$ cat config.mk
export PLATFORM = sky130hd
export DESIGN_NAME = fifo_channel_combiner_flat
export DESIGN_NICKNAME = d
export VERILOG_FILES = /design/src/rtl/fifo_channel_combiner_if.sv /design/src/rtl/fifo_channel_combiner.sv /design/src/flat_wrapper.sv
export SDC_FILE = /design/constraint.sdc
export NUM_CORES = 2
export LEC_CHECK = 0
export CORE_ASPECT_RATIO = 2
export CORE_MARGIN = 2
export CORE_UTILIZATION = 35
export DETAILED_ROUTE_END_ITERATION = 16
export SETUP_SLACK_MARGIN = 0.05
export SLEW_MARGIN = 20
export SYNTH_ARGS = -nofsm -noshare
export SYNTH_HDL_FRONTEND = slang
export SYNTH_SLANG_ARGS = --single-unit
$ cat constraint.sdc
create_clock -name clock -period 11.3 [get_ports clock]
set_input_delay 2.26 -clock clock [delete_from_list [all_inputs] [get_ports clock]]
set_output_delay 2.26 -clock clock [all_outputs]
set_load 0.02 [all_outputs]
$ cat src/rtl/fifo_channel_combiner_if.sv
// -----------------------------------------------------------------------------
// fifo_channel_combiner_if
//
// Purpose: groups the FIFO-facing signals of the N-channel weighted combiner.
//          The input FIFO side (read data, empty flags, pop strobes), the
//          per-channel gain bus and the output FIFO side (write data, full
//          flag, push strobe) travel together as one bundle.
//
// Signals:
//   in_dout   [NUM_CH*DATA_WIDTH]  channel k at bits [k*DATA_WIDTH +: DATA_WIDTH]
//   in_empty  [NUM_CH]             per-channel FIFO empty
//   in_rd_en  [NUM_CH]             per-channel FIFO pop
//   gain      [NUM_CH*DATA_WIDTH]  per-channel signed Q(BITS) weight
//   out_din   [DATA_WIDTH]         combined sample
//   out_full                       output FIFO full
//   out_wr_en                      output FIFO push
//
// Modports:
//   master : the combiner itself (drives pops, output data and push)
//   slave  : the surrounding FIFOs / environment
// -----------------------------------------------------------------------------
interface fifo_channel_combiner_if #(
    parameter int DATA_WIDTH = 32,
    parameter int NUM_CH     = 2
);
    logic [NUM_CH*DATA_WIDTH-1:0] in_dout;
    logic [NUM_CH-1:0]            in_empty;
    logic [NUM_CH-1:0]            in_rd_en;
    logic [NUM_CH*DATA_WIDTH-1:0] gain;
    logic [DATA_WIDTH-1:0]        out_din;
    logic                         out_full;
    logic                         out_wr_en;

    modport master (
        input  in_dout,
        input  in_empty,
        input  gain,
        input  out_full,
        output in_rd_en,
        output out_din,
        output out_wr_en
    );

    modport slave (
        output in_dout,
        output in_empty,
        output gain,
        output out_full,
        input  in_rd_en,
        input  out_din,
        input  out_wr_en
    );
endinterface

$ cat src/rtl/fifo_channel_combiner.sv
// -----------------------------------------------------------------------------
// fifo_channel_combiner
//
// Purpose: N-channel signed weighted combiner for the FM datapath. When every
//          input FIFO holds a sample, all channels are popped together, the
//          samples and gains are captured, and sum(gain[k]*x[k]) is formed by
//          a one-channel-per-cycle multiply-accumulate. The sum is dequantized
//          by BITS (rounding toward zero) and pushed into the output FIFO.
//
// Parameters:
//   DATA_WIDTH : sample and gain width (signed two's complement)
//   NUM_CH     : number of input channels (>= 1)
//   BITS       : fraction bits of the gain (1.0 == 1 << BITS)
//
// Ports:
//   clock : system clock
//   reset : asynchronous active-high reset
//   bus   : fifo_channel_combiner_if.master (FIFO handshakes, gains, result)
//   busy  : high whenever the engine is not idle
//
// Optional feature (macro SATURATE_EN):
//   defined   : the result clamps to the signed DATA_WIDTH range and an
//               internal sat_hit pulses in the cycle the clamp is applied
//   undefined : the result wraps (truncated to DATA_WIDTH bits)
// -----------------------------------------------------------------------------
module fifo_channel_combiner #(
    parameter int DATA_WIDTH = 32,
    parameter int NUM_CH     = 2,
    parameter int BITS       = 10
) (
    input  logic                    clock,
    input  logic                    reset,
    fifo_channel_combiner_if.master bus,
    output logic                    busy
);

    // Accumulator headroom: NUM_CH full-scale products cannot overflow it.
    localparam int ACC_W  = 2 * DATA_WIDTH + $clog2(NUM_CH);
    localparam int PROD_W = 2 * DATA_WIDTH;
    localparam int CNT_W  = (NUM_CH > 1) ? $clog2(NUM_CH) : 1;

    localparam logic [CNT_W-1:0]        LAST_CNT   = CNT_W'(NUM_CH - 1);
    // Bias added to negative sums so the arithmetic shift truncates toward zero.
    localparam logic signed [ACC_W-1:0] ROUND_BIAS = ACC_W'((64'd1 << BITS) - 64'd1);

    typedef enum logic [1:0] {
        S_IDLE  = 2'b00,
        S_MAC   = 2'b01,
        S_WRITE = 2'b10
    } state_t;

    state_t                        state_r;
    state_t                        state_s;
    logic [CNT_W-1:0]              cnt_r;
    logic signed [ACC_W-1:0]       acc_r;
    logic signed [DATA_WIDTH-1:0]  result_r;
    logic signed [DATA_WIDTH-1:0]  x_r [NUM_CH];
    logic signed [DATA_WIDTH-1:0]  g_r [NUM_CH];

    logic                          all_ready_s;
    logic                          mac_last_s;
    logic signed [PROD_W-1:0]      prod_s;
    logic signed [ACC_W-1:0]       acc_sum_s;
    logic signed [DATA_WIDTH-1:0]  result_s;
    logic [NUM_CH-1:0]             rd_en_s;
    logic                          wr_en_s;
    logic [DATA_WIDTH-1:0]         out_din_s;

`ifdef SATURATE_EN
    localparam logic signed [ACC_W-1:0] SAT_MAX = ACC_W'({1'b0, {(DATA_WIDTH-1){1'b1}}});
    localparam logic signed [ACC_W-1:0] SAT_MIN = ~SAT_MAX;

    logic sat_hit_s;

    // Round toward zero, then clamp into the signed DATA_WIDTH range.
    function automatic logic signed [DATA_WIDTH-1:0] dequant(input logic signed [ACC_W-1:0] acc);
        logic signed [ACC_W-1:0] q;
        if (acc[ACC_W-1]) begin
            q = (acc + ROUND_BIAS) >>> BITS;
        end else begin
            q = acc >>> BITS;
        end
        if (q > SAT_MAX) begin
            return {1'b0, {(DATA_WIDTH-1){1'b1}}};
        end else if (q < SAT_MIN) begin
            return {1'b1, {(DATA_WIDTH-1){1'b0}}};
        end else begin
            return q[DATA_WIDTH-1:0];
        end
    endfunction

    // True when the rounded sum lies outside the signed DATA_WIDTH range.
    function automatic logic needs_clamp(input logic signed [ACC_W-1:0] acc);
        logic signed [ACC_W-1:0] q;
        if (acc[ACC_W-1]) begin
            q = (acc + ROUND_BIAS) >>> BITS;
        end else begin
            q = acc >>> BITS;
        end
        return (q > SAT_MAX) || (q < SAT_MIN);
    endfunction
`else
    // Round toward zero, then wrap into DATA_WIDTH bits.
    function automatic logic signed [DATA_WIDTH-1:0] dequant(input logic signed [ACC_W-1:0] acc);
        logic signed [ACC_W-1:0] q;
        if (acc[ACC_W-1]) begin
            q = (acc + ROUND_BIAS) >>> BITS;
        end else begin
            q = acc >>> BITS;
        end
        return q[DATA_WIDTH-1:0];
    endfunction
`endif

    // Pop is gated by reset so no FIFO is drained while the block is held in reset.
    assign all_ready_s = ~(|bus.in_empty) & ~reset;
    assign mac_last_s  = (cnt_r == LAST_CNT);

    // Multiply-accumulate datapath for the channel selected by the counter.
    always_comb begin
        prod_s    = PROD_W'(x_r[cnt_r]) * PROD_W'(g_r[cnt_r]);
        acc_sum_s = acc_r + ACC_W'(prod_s);
        result_s  = dequant(acc_sum_s);
    end

`ifdef SATURATE_EN
    // Clamp indicator, valid in the cycle the result register is loaded.
    always_comb begin
        if ((state_r == S_MAC) && mac_last_s) begin
            sat_hit_s = needs_clamp(acc_sum_s);
        end else begin
            sat_hit_s = 1'b0;
        end
    end
`endif

    // Next-state and handshake decode.
    always_comb begin
        state_s = state_r;
        rd_en_s = '0;
        wr_en_s = 1'b0;
        case (state_r)
            S_IDLE: begin
                if (all_ready_s) begin
                    rd_en_s = {NUM_CH{1'b1}};
                    state_s = S_MAC;
                end else begin
                    state_s = S_IDLE;
                end
            end
            S_MAC: begin
                if (mac_last_s) begin
                    state_s = S_WRITE;
                end else begin
                    state_s = S_MAC;
                end
            end
            S_WRITE: begin
                if (!bus.out_full) begin
                    wr_en_s = 1'b1;
                    state_s = S_IDLE;
                end else begin
                    state_s = S_WRITE;
                end
            end
            default: begin
                state_s = S_IDLE;
            end
        endcase
    end

    // Output data is only presented while a result is waiting to be pushed.
    always_comb begin
        if (state_r == S_WRITE) begin
            out_din_s = result_r;
        end else begin
            out_din_s = '0;
        end
    end

    assign bus.in_rd_en  = rd_en_s;
    assign bus.out_wr_en = wr_en_s;
    assign bus.out_din   = out_din_s;
    assign busy          = (state_r != S_IDLE);

    // State, operand capture, accumulator and result register.
    always_ff @(posedge clock or posedge reset) begin
        if (reset) begin
            state_r  <= S_IDLE;
            cnt_r    <= '0;
            acc_r    <= '0;
            result_r <= '0;
            for (int k = 0; k < NUM_CH; k++) begin
                x_r[k] <= '0;
                g_r[k] <= '0;
            end
        end else begin
            state_r <= state_s;
            case (state_r)
                S_IDLE: begin
                    if (all_ready_s) begin
                        // Gains are frozen here so later changes cannot disturb this sample.
                        for (int k = 0; k < NUM_CH; k++) begin
                            x_r[k] <= bus.in_dout[k*DATA_WIDTH +: DATA_WIDTH];
                            g_r[k] <= bus.gain[k*DATA_WIDTH +: DATA_WIDTH];
                        end
                        acc_r <= '0;
                        cnt_r <= '0;
                    end
                end
                S_MAC: begin
                    acc_r <= acc_sum_s;
                    if (mac_last_s) begin
                        cnt_r    <= '0;
                        result_r <= result_s;
                    end else begin
                        cnt_r <= cnt_r + CNT_W'(1);
                    end
                end
                default: begin
                    cnt_r <= cnt_r;
                end
            endcase
        end
    end

endmodule

$ cat src/flat_wrapper.sv
// flat-port wrapper written by rule: the top's interface ports become plain ports
module fifo_channel_combiner_flat 
#(
    parameter int DATA_WIDTH = 32,
    parameter int NUM_CH     = 2,
    parameter int BITS       = 10
)
  (clock, reset, busy, bus_in_dout, bus_in_empty, bus_gain, bus_out_full, bus_in_rd_en, bus_out_din, bus_out_wr_en);
  fifo_channel_combiner_if #(.DATA_WIDTH(DATA_WIDTH), .NUM_CH(NUM_CH)) bus_i ();
  input  logic clock;
  input  logic reset;
  output logic busy;
  input wire logic [$bits(bus_i.in_dout)-1:0] bus_in_dout;
  input wire logic [$bits(bus_i.in_empty)-1:0] bus_in_empty;
  input wire logic [$bits(bus_i.gain)-1:0] bus_gain;
  input wire logic [$bits(bus_i.out_full)-1:0] bus_out_full;
  output wire logic [$bits(bus_i.in_rd_en)-1:0] bus_in_rd_en;
  output wire logic [$bits(bus_i.out_din)-1:0] bus_out_din;
  output wire logic [$bits(bus_i.out_wr_en)-1:0] bus_out_wr_en;
  assign bus_i.in_dout = bus_in_dout;
  assign bus_i.in_empty = bus_in_empty;
  assign bus_i.gain = bus_gain;
  assign bus_i.out_full = bus_out_full;
  assign bus_in_rd_en = bus_i.in_rd_en;
  assign bus_out_din = bus_i.out_din;
  assign bus_out_wr_en = bus_i.out_wr_en;
  fifo_channel_combiner #(.DATA_WIDTH(DATA_WIDTH), .NUM_CH(NUM_CH), .BITS(BITS)) u_core (.clock(clock), .reset(reset), .bus(bus_i), .busy(busy));
endmodule
==> summary.txt <==
hold_buf cts -> 0
post-synth top area share -> 49.5%
# fillers -> 14216
total grt overflow -> 0
status -> complete, no violations
IO buf count -> 168
Die Height -> 535 um
vias in the first global route -> 43354
Post-DRT Antenna Nets -> 0
Worst setup startpoint -> u_core.cnt_r
worst-skew pair later-pin latency -> 680 ps
TritonCTS Sinks -> 228
1st-pass router iterations -> 8
mapped cell area -> 0.0494 mm2
CP bufs+invs -> 7
CTS clock-pin slew for the worst setup and hold paths -> 80 ps
Max-Cap Viols -> 0
top-count cell post-synth -> fa_1
Slew HR -> 20.2%
Root Buffer -> clkbuf_16
most used cell, CP -> fa_1
Critical Path Start Type -> flop
CP delay by family, top -> adder cells
WHS -> 479 ps
final setup violation count -> 0
Clock Path Buffers -> 3
worst slew pin tran -> 1200 ps
worst hold path startpoint -> u_core.result_r[20]
Post-Synthesis Cells -> 5363
worst-case clock skew -> 65.8 ps
RSZ-0062 raised after global routing -> false
Tot GR Track Use -> 28.5%
Fmax achieved -> 92.5 MHz
H-tree depth -> 1
commonest cells in the synthesized netlist -> fa_1, inv_1, nand2_1
ys flop type -> dfrtp_1
placer congestion estimate -> 1.05
die area -> 0.144 mm2
Starting Density -> 35.1%
setup_tns -> 0 ps
post-detail-place hpwl -> 159000 um
Vias/cell -> 5.30
Tcrit/Tclk final -> 95.7%
Finished Layout Cells -> 7332
post-synth top area cell -> fa_1
placed cells -> 7283
minimum clock period -> 10820 ps
Core Box Area -> 0.141 mm2
largest net degree at the start of global routing -> 132
# DRC -> 0
asr flop ratio synth -> 100%
register area share after synthesis -> 11.5%
TritonCTS clock tree -> built
Worst Hold Class -> reg2reg
placement row count -> 195
Worst R2R Start -> u_core.cnt_r
die span in x -> 270 um
slowest stage delay, CP -> 830 ps
P&R area growth vs syn -> 10.5%
CTS buffer count -> 25
slowest CP cell -> dfrtp_4
Req. time, crit path -> 11850 ps
final WL -> 203000 um
Syn Area/Cell -> 9.22 um2
io pins -> 169
Yosys reg bits -> 228
worst endpoint data arrival time -> 11370 ps
critical path class -> reg2reg
yosys warns -> 0
detailed-route via count -> 38877
initial antenna violation count -> 9
Final #Nets -> 7014
Syn Nets -> 6938
Post-synth EDFFs -> 0
layout cell share with drive strength beyond 1 -> 5.24%
worst-path maximum fanout -> 35
CP endpoint kind -> flop
Post-CTS Setup Inserts -> 0
Synth area leaders -> fa_1, dfrtp_1, inv_1, nand2_1, ha_1
Hold Fails Final Rpt -> 0
Iteration-0 DRC Markers -> 2937
count of different cell masters after synthesis -> 72
drt wl/cell -> 27.6 um
Slew Limit Fails -> 0
first-pass GRT wire length -> 289000 um
timing repair:
| item | 4_1_cts | 5_1_grt |
|---|---|---|
| resized for setup | 0 | 3 |
| endpoints found under the hold margin | 0 | 0 |
| setup endpoints to repair | 0 | 6 |
worst paths after layout:
kind,end,slack (ps),depth (start not counted)
setup / recovery,u_core.result_r[30],480,29
hold / removal,u_core.result_r[20],480,2
setup reg to reg,u_core.result_r[30],480,29
hold reg to reg,u_core.result_r[20],480,2
max in group asynchronous,u_core.g_r[30],7590,3
min in group asynchronous,u_core.result_r[20],2200,2
cells by family after synthesis:
family | after synthesis | synth area share (%)
AND/OR/NAND/NOR | 1762 | 14.4
adder cells (fa/ha/maj) | 1442 | 55.1
buffers and inverters | 1398 | 10.6
AO/OA/AOI/OAI | 307 | 3.86
flip-flops | 228 | 11.5
multiplexers | 132 | 2.84
XOR/XNOR | 94 | 1.67
through the flow:
step,utilization (%),cell area (um2),setup slack (ps)
after floorplan,-,49400,1110
after global placement,38.1,53600,499
after detailed placement,38.1,53600,423
after CTS,38.8,54600,399
after global routing,38.8,54600,161
final,38.8,54600,485
sequential cells by signal, indices dropped and copies added, names as in the netlist:
| register | flops |
|---|---|
| u_core.g_r | 64 |
| u_core.state_r | 2 |
| u_core.result_r | 32 |
| u_core.x_r | 64 |
| u_core.cnt_r | 1 |
| u_core.acc_r | 65 |
layer usage:
layer | track usage (%) | share of wire [%] | up-vias
met5 | 0 | 0.025 | -
met3 | 5.50 | 6.9 | 911
met4 | 28.6 | 13 | 8
met1 | 26.0 | 28 | 20172
li1 | - | - | 15874
met2 | 51.8 | 53 | 1912
worst register-to-register path, delay by kind of cell (launching register included):
family                   cells  cell delay (ps)
AND/OR/NAND/NOR              4             1480
flip-flops                   1              830
multiplexers                 1              820
adder cells (fa/ha/maj)      9             4690
buffers and inverters        7             1190
AO/OA/AOI/OAI                8             1690
layout make-up:
cell class	count	area, um2	area share, %
timing repair buffer	277	2560	4.69
sequential	228	5710	10.5
clock inverter	19	293	0.536
inverter	1170	4400	8.06
tap	1871	2340	4.29
multi-input combinational	3737	38600	70.8
clock buffer	27	643	1.18
antenna	3	7.51	0.0137
layout by cell type, fill, tap and decap left out, drive strengths merged, types with 69 or more instances in the layout:
| cell type | n |
|---|---|
| inv | 1172 |
| ha | 220 |
| nor2 | 553 |
| a21oi | 69 |
| clkdlybuf4s50 | 168 |
| nand2 | 1003 |
| buf | 109 |
| dfrtp | 228 |
| fa | 1222 |
| o21ai | 106 |
Power is left out: the tool's default activity adds up to more than one toggle a clock period on the data nets, which glitch-free logic cannot reach.
